<file path="src/rtl/min_queue_sorted_array_pkg.sv">
//==============================================================================
// Module  : min_queue_sorted_array_pkg
// Brief   : Shared types for the sorted-array min-priority queue: occupancy
//           state encodings, per-slot operation codes, default widths.
//           Optional feature macro: MIN_QUEUE_DROP_MAX_EN
// Revision: 1.0 - initial release
//==============================================================================
`default_nettype none

package min_queue_sorted_array_pkg;

    localparam int c_DEF_RECORD_WD = 48;
    localparam int c_DEF_KEY_WD    = 16;
    localparam int c_DEF_DEPTH     = 16;
    localparam int c_DEF_CNT_WD    = 5;

    // Occupancy state of the whole array; full/empty decode from it
    typedef enum logic [1:0] {
        MQ_ST_EMPTY   = 2'd0,
        MQ_ST_PARTIAL = 2'd1,
        MQ_ST_FULL    = 2'd2
    } occ_state_t;

    // What a slot loads on the next edge
    typedef enum logic [1:0] {
        CELL_HOLD       = 2'd0,
        CELL_SHIFT_UP   = 2'd1,   // take neighbour i-1
        CELL_SHIFT_DOWN = 2'd2,   // take neighbour i+1
        CELL_LOAD       = 2'd3    // take the incoming record
    } cell_op_t;

endpackage

`default_nettype wire

</file>
<file path="src/rtl/min_queue_sorted_array_if.sv">
//==============================================================================
// Module  : min_queue_sorted_array_if
// Brief   : Producer/scheduler-facing bus of the min-priority queue.
//           master = producer/scheduler side, slave = queue side.
//           Optional feature macro: MIN_QUEUE_DROP_MAX_EN (adds drop outputs)
// Revision: 1.0 - initial release
//==============================================================================
`default_nettype none

interface min_queue_sorted_array_if #(
    parameter int RECORD_WD = 48,
    parameter int CNT_WD    = 5
);
    logic                 push;
    logic [RECORD_WD-1:0] push_record;
    logic                 push_ready;
    logic                 pop;
    logic [RECORD_WD-1:0] pop_record;
    logic                 min_valid;
    logic                 flush;
    logic [CNT_WD-1:0]    count;
    logic                 full;
    logic                 empty;
    logic                 overflow;
`ifdef MIN_QUEUE_DROP_MAX_EN
    logic                 drop_valid;
    logic [RECORD_WD-1:0] drop_record;
`endif

    modport master (
        output push, push_record, pop, flush,
        input  push_ready, pop_record, min_valid, count, full, empty, overflow
`ifdef MIN_QUEUE_DROP_MAX_EN
        , input drop_valid, drop_record
`endif
    );

    modport slave (
        input  push, push_record, pop, flush,
        output push_ready, pop_record, min_valid, count, full, empty, overflow
`ifdef MIN_QUEUE_DROP_MAX_EN
        , output drop_valid, drop_record
`endif
    );
endinterface

`default_nettype wire

</file>
<file path="src/rtl/min_queue_sorted_array_cell.sv">
//==============================================================================
// Module  : min_queue_sorted_array_cell
// Brief   : One slot of the sorted array (valid + record). Flags whether the
//           incoming key sorts strictly before its own key and loads from
//           itself, either neighbour or the incoming record as commanded.
// Revision: 1.0 - initial release
//==============================================================================
`default_nettype none

module min_queue_sorted_array_cell
    import min_queue_sorted_array_pkg::*;
#(
    parameter int RECORD_WD = 48,
    parameter int KEY_WD    = 16
) (
    input  wire logic                 clk,
    input  wire logic                 rst,
    input  wire logic                 clear,
    input  wire cell_op_t             op,
    input  wire logic                 prev_valid,
    input  wire logic [RECORD_WD-1:0] prev_record,
    input  wire logic                 next_valid,
    input  wire logic [RECORD_WD-1:0] next_record,
    input  wire logic [RECORD_WD-1:0] new_record,
    output logic                      valid,
    output logic [RECORD_WD-1:0]      record,
    output logic                      new_lt
);

    logic                 r_valid;
    logic [RECORD_WD-1:0] r_record;
    logic [KEY_WD-1:0]    w_new_key;
    logic [KEY_WD-1:0]    w_my_key;

    assign w_new_key = new_record[RECORD_WD-1 -: KEY_WD];
    assign w_my_key  = r_record[RECORD_WD-1 -: KEY_WD];

    // Strict compare: equal keys keep the new record behind, giving FIFO ties
    assign new_lt = r_valid && (w_new_key < w_my_key);
    assign valid  = r_valid;
    assign record = r_record;

    // Slot register: cleared by reset/flush, otherwise follows the commanded op
    always_ff @(posedge clk) begin
        if (rst || clear) begin
            r_valid  <= 1'b0;
            r_record <= '0;
        end else begin
            case (op)
                CELL_SHIFT_UP: begin
                    r_valid  <= prev_valid;
                    r_record <= prev_record;
                end
                CELL_SHIFT_DOWN: begin
                    r_valid  <= next_valid;
                    r_record <= next_record;
                end
                CELL_LOAD: begin
                    r_valid  <= 1'b1;
                    r_record <= new_record;
                end
                default: begin
                    r_valid  <= r_valid;
                    r_record <= r_record;
                end
            endcase
        end
    end

endmodule

`default_nettype wire

</file>
<file path="src/rtl/min_queue_sorted_array.sv">
//==============================================================================
// Module  : min_queue_sorted_array
// Brief   : Register-based always-sorted min-priority queue. Slot 0 holds the
//           minimum-key record. Push, pop, push+pop and flush in one cycle.
//           Optional feature macro: MIN_QUEUE_DROP_MAX_EN (push when full
//           evicts the largest record instead of being refused).
// Revision: 1.0 - initial release
//==============================================================================
`default_nettype none

module min_queue_sorted_array
    import min_queue_sorted_array_pkg::*;
#(
    parameter int RECORD_WD = c_DEF_RECORD_WD,
    parameter int KEY_WD    = c_DEF_KEY_WD,
    parameter int DEPTH     = c_DEF_DEPTH,
    parameter int CNT_WD    = c_DEF_CNT_WD
) (
    input  wire logic               clk,
    input  wire logic               rst,
    min_queue_sorted_array_if.slave mq
);

    // Neighbour chains padded with an empty slot at each end
    logic [DEPTH+1:0]     w_valid_ext;
    logic [RECORD_WD-1:0] w_rec_ext [DEPTH+2];
    logic [DEPTH-1:0]     w_lt;
    logic [DEPTH:0]       w_g;        // thermometer: new record goes at or before slot i
    logic [DEPTH-1:0]     w_g_prev;   // w_g shifted: value for slot i-1
    cell_op_t             w_op [DEPTH];

    occ_state_t           r_state;
    logic [CNT_WD-1:0]    r_count;
    logic                 r_overflow;
    logic [CNT_WD-1:0]    w_count_nxt;
    logic                 w_full;
    logic                 w_empty;
    logic                 w_min_valid;
    logic                 w_pop_acc;
    logic                 w_push_ready;
    logic                 w_push_acc;
    logic                 w_grow;
    logic                 w_shrink;

    assign w_valid_ext[0]       = 1'b0;
    assign w_valid_ext[DEPTH+1] = 1'b0;
    assign w_rec_ext[0]         = '0;
    assign w_rec_ext[DEPTH+1]   = '0;

    for (genvar gi = 0; gi < DEPTH; gi++) begin : g_cell
        min_queue_sorted_array_cell #(
            .RECORD_WD (RECORD_WD),
            .KEY_WD    (KEY_WD)
        ) u_cell (
            .clk         (clk),
            .rst         (rst),
            .clear       (mq.flush),
            .op          (w_op[gi]),
            .prev_valid  (w_valid_ext[gi]),
            .prev_record (w_rec_ext[gi]),
            .next_valid  (w_valid_ext[gi+2]),
            .next_record (w_rec_ext[gi+2]),
            .new_record  (mq.push_record),
            .valid       (w_valid_ext[gi+1]),
            .record      (w_rec_ext[gi+1]),
            .new_lt      (w_lt[gi])
        );
    end

    assign w_full      = (r_state == MQ_ST_FULL);
    assign w_empty     = (r_state == MQ_ST_EMPTY);
    assign w_min_valid = w_valid_ext[1];
    assign w_pop_acc   = mq.pop && w_min_valid;

`ifdef MIN_QUEUE_DROP_MAX_EN
    assign w_push_ready = 1'b1;
`else
    assign w_push_ready = !w_full || w_pop_acc;
`endif
    assign w_push_acc = mq.push && w_push_ready;

    // Insert-position thermometer: empty slots and larger keys lie after the new record
    always_comb begin
        w_g[DEPTH] = 1'b1;
        for (int i = 0; i < DEPTH; i++) begin
            w_g[i] = !w_valid_ext[i+1] || w_lt[i];
        end
    end
    assign w_g_prev = {w_g[DEPTH-2:0], 1'b0};

    // Per-slot operation; with push+pop the array shifts down and inserts one slot earlier
    always_comb begin
        for (int i = 0; i < DEPTH; i++) begin
            w_op[i] = CELL_HOLD;
            if (w_push_acc && w_pop_acc) begin
                if (!w_g[i+1]) begin
                    w_op[i] = CELL_SHIFT_DOWN;
                end else if ((i == 0) || !w_g[i]) begin
                    w_op[i] = CELL_LOAD;
                end
            end else if (w_push_acc) begin
                if (w_g_prev[i]) begin
                    w_op[i] = CELL_SHIFT_UP;
                end else if (w_g[i]) begin
                    w_op[i] = CELL_LOAD;
                end
            end else if (w_pop_acc) begin
                w_op[i] = CELL_SHIFT_DOWN;
            end
        end
    end

    // A push into a full array (drop build) replaces a record, so count holds
    assign w_grow   = w_push_acc && !w_pop_acc && !w_full;
    assign w_shrink = w_pop_acc && !w_push_acc;

    always_comb begin
        w_count_nxt = r_count;
        if (w_grow) begin
            w_count_nxt = r_count + CNT_WD'(1);
        end else if (w_shrink) begin
            w_count_nxt = r_count - CNT_WD'(1);
        end
    end

    // Occupancy FSM, count and sticky overflow
    always_ff @(posedge clk) begin
        if (rst || mq.flush) begin
            r_state    <= MQ_ST_EMPTY;
            r_count    <= '0;
            r_overflow <= 1'b0;
        end else begin
            r_count <= w_count_nxt;
            if (w_count_nxt == '0) begin
                r_state <= MQ_ST_EMPTY;
            end else if (w_count_nxt == CNT_WD'(DEPTH)) begin
                r_state <= MQ_ST_FULL;
            end else begin
                r_state <= MQ_ST_PARTIAL;
            end
`ifndef MIN_QUEUE_DROP_MAX_EN
            if (mq.push && !w_push_ready) begin
                r_overflow <= 1'b1;
            end
`endif
        end
    end

`ifdef MIN_QUEUE_DROP_MAX_EN
    logic                 r_drop_valid;
    logic [RECORD_WD-1:0] r_drop_record;

    // Eviction on a push into a full array: the old last slot, or the new record if it sorts last
    always_ff @(posedge clk) begin
        if (rst || mq.flush) begin
            r_drop_valid  <= 1'b0;
            r_drop_record <= '0;
        end else begin
            r_drop_valid <= mq.push && !w_pop_acc && w_full;
            if (mq.push && !w_pop_acc && w_full) begin
                r_drop_record <= w_g[DEPTH-1] ? w_rec_ext[DEPTH] : mq.push_record;
            end
        end
    end

    assign mq.drop_valid  = r_drop_valid;
    assign mq.drop_record = r_drop_record;
`endif

    assign mq.push_ready = w_push_ready;
    assign mq.pop_record = w_rec_ext[1];
    assign mq.min_valid  = w_min_valid;
    assign mq.count      = r_count;
    assign mq.full       = w_full;
    assign mq.empty      = w_empty;
    assign mq.overflow   = r_overflow;

endmodule

`default_nettype wire

</file>
<file path="src/flat_wrapper.sv">
// flat-port wrapper written by rule: the top's interface ports become plain ports
module min_queue_sorted_array_flat import min_queue_sorted_array_pkg::*;
#(
    parameter int RECORD_WD = c_DEF_RECORD_WD,
    parameter int KEY_WD    = c_DEF_KEY_WD,
    parameter int DEPTH     = c_DEF_DEPTH,
    parameter int CNT_WD    = c_DEF_CNT_WD
)
  (clk, rst, mq_push, mq_push_record, mq_pop, mq_flush, mq_push_ready, mq_pop_record, mq_min_valid, mq_count, mq_full, mq_empty, mq_overflow);
  min_queue_sorted_array_if #(.RECORD_WD(RECORD_WD), .CNT_WD(CNT_WD)) mq_i ();
  input  wire logic clk;
  input  wire logic rst;
  input wire logic [$bits(mq_i.push)-1:0] mq_push;
  input wire logic [$bits(mq_i.push_record)-1:0] mq_push_record;
  input wire logic [$bits(mq_i.pop)-1:0] mq_pop;
  input wire logic [$bits(mq_i.flush)-1:0] mq_flush;
  output wire logic [$bits(mq_i.push_ready)-1:0] mq_push_ready;
  output wire logic [$bits(mq_i.pop_record)-1:0] mq_pop_record;
  output wire logic [$bits(mq_i.min_valid)-1:0] mq_min_valid;
  output wire logic [$bits(mq_i.count)-1:0] mq_count;
  output wire logic [$bits(mq_i.full)-1:0] mq_full;
  output wire logic [$bits(mq_i.empty)-1:0] mq_empty;
  output wire logic [$bits(mq_i.overflow)-1:0] mq_overflow;
  assign mq_i.push = mq_push;
  assign mq_i.push_record = mq_push_record;
  assign mq_i.pop = mq_pop;
  assign mq_i.flush = mq_flush;
  assign mq_push_ready = mq_i.push_ready;
  assign mq_pop_record = mq_i.pop_record;
  assign mq_min_valid = mq_i.min_valid;
  assign mq_count = mq_i.count;
  assign mq_full = mq_i.full;
  assign mq_empty = mq_i.empty;
  assign mq_overflow = mq_i.overflow;
  min_queue_sorted_array #(.RECORD_WD(RECORD_WD), .KEY_WD(KEY_WD), .DEPTH(DEPTH), .CNT_WD(CNT_WD)) u_core (.clk(clk), .rst(rst), .mq(mq_i));
endmodule
</file>
<file path="config.mk">
export PLATFORM = sky130hd
export DESIGN_NAME = min_queue_sorted_array_flat
export DESIGN_NICKNAME = d
export VERILOG_FILES = /design/src/rtl/min_queue_sorted_array_pkg.sv /design/src/rtl/min_queue_sorted_array_if.sv /design/src/rtl/min_queue_sorted_array_cell.sv /design/src/rtl/min_queue_sorted_array.sv /design/src/flat_wrapper.sv
export SDC_FILE = /design/constraint.sdc
export NUM_CORES = 2
export LEC_CHECK = 0
export CORE_MARGIN = 2
export CORE_UTILIZATION = 30
export DETAILED_ROUTE_END_ITERATION = 8
export PLACE_DENSITY = 0.52
export REMOVE_ABC_BUFFERS = 1
export SLEW_MARGIN = 20
export SYNTH_ARGS = -nofsm -noshare
export SYNTH_HDL_FRONTEND = slang
export SYNTH_SLANG_ARGS = --single-unit
</file>
<file path="constraint.sdc">
create_clock -name clk -period 6.8 [get_ports clk]
set_clock_uncertainty 0.15 [all_clocks]
set_input_delay 1.36 -clock clk [delete_from_list [all_inputs] [get_ports clk]]
set_output_delay 1.36 -clock clk [all_outputs]
set_load 0.02 [all_outputs]
</file>
==> reports/results.tsv <==
metric	value	unit
status	finished clean	
LEAKAGE	19.61	nW
most used cell, CP	o22ai_1	
area leader, netlist	dfxtp_1	
Final min period	5.525	ns
core area	0.1515	mm²
async set-reset flop share out of synthesis	0	
Max Fclk	181.0	MHz
die width	394.4	µm
via count	37290	
sequential area share after synthesis	0.3468	
clock transition at the registers of the reported paths	0.06	ns
die area	0.1555	mm²
Num CTS Buffers	90	
Slowest cell on crit path	clkdlybuf4s50_1	
final wirelength	134900	µm
CP cell instances	clkdlybuf4s50_1, ha_1, a21o_1, a21oi_1, o21ai_0, a311o_1, o22ai_1, nor2_1, a22oi_1, nand2b_2, buf_4, o22ai_1	
grt ovf	0	
simple-gate share of the synthesized area	0.04393	
Slew headroom	0.3121	
worst vdd ir	0.1849	mV
Most used DFF post-synth	dfxtp_1	
nets	5037	
Die Y	394.4	µm
max-slew violation count	0	
most frequent cell after synthesis	mux2i_1	
post-layout util	0.3449	
CTS resizes	0	
CP endpoint kind	flop	
post-synthesis compound-gate area fraction	0.1998	
initial antenna violation count	9	
cell count after synthesis	4822	
Via density	5.448	
Adder-Cell Fraction of Synth Area	0.06624	
Ports	111	
Worst path max stage delay	0.83	ns
DRC viols	0	
drt wl/cell	19.71	µm
Worst Path Required	7.18	ns
Final setup viols	0	
CP Max Fanout	24	
unrepaired setup endpoints after global routing	no	
GRT Total Usage	0.1676	
worst setup path class	primary input to flop	
CP top delay family	compound AO/OA/AOI/OAI gates	
Worst Path Buf+Inv	2	
Yosys top cell area share	0.3468	
clock sink count	792	
library cells used by synthesis	80	
Syn Std Cell Area	0.04571	mm²
pin count of the biggest net entering global routing	99	
xor/xnor cell area share of the yosys netlist	0.0007664	
clk_lat worst skew	0.70	ns
vias in the first global route	38020	
layout cells sized above 1	0.08726	
Worst-Margin Slew	1.032	ns
# rows	143	
ranking of synthesized cells by area	dfxtp_1, mux2i_1, o22ai_1	
dpl hpwl	97670	µm
DRT Pass-1 Iters	6	
hold crit path type	flop to flop	
Post-synth top cells	mux2i_1, dfxtp_1, o22ai_1	
Starting Density	0.3016	
cts hold-fix bufs	0	
PD cells	215.4	mW/mm²
growth of design area from synthesis to finish	14.33	%
Startpoint Class	primary input	
Tcrit/Tclk final	0.8125	
Initial DRC Count	2034	
mux contribution to synthesized area	0.2661	
Routability Congestion	0.8147	
clock root buffer	clkbuf_16	
clk buf depth	3	
hold slack	0.3196	ns
Final Hold Viols	0	
global-route wire length before repair	215200	µm
post-synthesis sequential element count	792	
final antenna-violating net count	0	
largest family of logic cells by synthesized area	multiplexers	
Post-CTS Setup Bufs	0	
Ys Warns	0	
number of flops mapped to enable cells by yosys	0	
max_cap viols	0	
H-Tree Depth	3	
# port buffers	110	
TritonCTS clock tree	yes	
Avg Synthesized Cell Area	9.480	µm²
Critical Path AT	5.91	ns
registers in the layout, indices dropped and copies added (netlist names):
register	flops
u_core.r_state	2
u_core.mq.overflow	1
u_core.g_cell.u_cell.record	768
u_core.g_cell.u_cell.valid	16
u_core.mq.count	5
cell families after synthesis:
family / Yosys count
buf+inv: 770
simple gates: 437
fa+ha+maj: 242
mux: 1215
compound gates: 1362
flops: 792
xor+xnor: 4
layer usage:
layer / routed length (µm) / track usage / share of wire
met4: 2642 / 0.03859 / 0.020
met3: 5004 / 0.02766 / 0.037
met5: 80 / 0 / 0.00059
met2: 63940 / 0.2849 / 0.47
met1: 63260 / 0.2208 / 0.47
final cells by class:
cell class | count | area (µm²)
Sequential cell | 792 | 15860
Timing Repair Buffer | 310 | 3065
Multi-Input combinational cell | 3260 | 26690
Clock buffer | 130 | 2616
Clock inverter | 33 | 409.1
Fill cell | 15630 | 99280
Tap cell | 2030 | 2540
Inverter | 288 | 1081
Antenna cell | 2 | 5.005
power breakdown:
| part | internal [W] | switching, W | leakage (nW) | total (W) |
|---|---|---|---|---|
| clock network | 0.00298 | 0.00212 | 1.50 | 0.00509 |
| logic | 0.000554 | 0.000851 | 11.7 | 0.00141 |
| registers | 0.00470 | 0.0000569 | 6.39 | 0.00476 |
layout by cell type, fill, tap and decap left out, types with 9 or more instances in the layout:
cell	count
mux2i_1	1213
dfxtp_1	792
o22ai_1	547
inv_1	287
ha_1	242
a21oi_1	167
buf_4	162
nand2_1	149
o21ai_0	122
nor2_1	119
a22oi_1	112
clkdlybuf4s50_1	106
clkbuf_16	93
a211oi_1	89
a221oi_1	53
nand3_1	46
buf_12	37
a21o_1	35
a22o_1	33
a222oi_1	33
o21ai_1	23
clkbuf_1	22
nand4_1	21
clkinv_2	20
o211ai_1	19
o32ai_1	16
nor3_1	15
o2bb2ai_1	15
clkbuf_8	15
nand2b_1	14
nand2b_2	10
a31oi_1	10
o21a_1	9
metrics by stage:
stage	setup WS [ns]	total power (W)	instance area, µm²	setup TNS [ns]	cells
2_1_floorplan	-4.230	0.005859	43300	-1481.04	4340
3_3_place_gp	0.6545	0.006246	49190	0	6679
3_5_place_dp	0.6772	0.006262	49190	0	6679
4_1_cts	1.409	0.01138	52220	0	6842
5_1_grt	1.121	0.01170	52260	0	6843
6_report	1.275	0.01126	52270	0	6845
tightest hold or removal path, cell delays in order (launching register included):
cell and delay (ns):
dfxtp_1 0.31, nand2_1 0.05, o22ai_1 0.06
final timing paths:
check / start / to / slack [ns] / cells after the start
setup / recovery: mq_push_record[44] / u_core.g_cell[2].u_cell.record[3] / 1.28 / 12
hold / removal: u_core.g_cell[15].u_cell.record[29] / u_core.g_cell[15].u_cell.record[29] / 0.32 / 2
setup reg to reg: u_core.g_cell[2].u_cell.record[45] / u_core.g_cell[2].u_cell.record[3] / 2.47 / 12
hold reg to reg: u_core.g_cell[15].u_cell.record[29] / u_core.g_cell[15].u_cell.record[29] / 0.32 / 2
No activity file was read; power rests on OpenSTA's default activity.
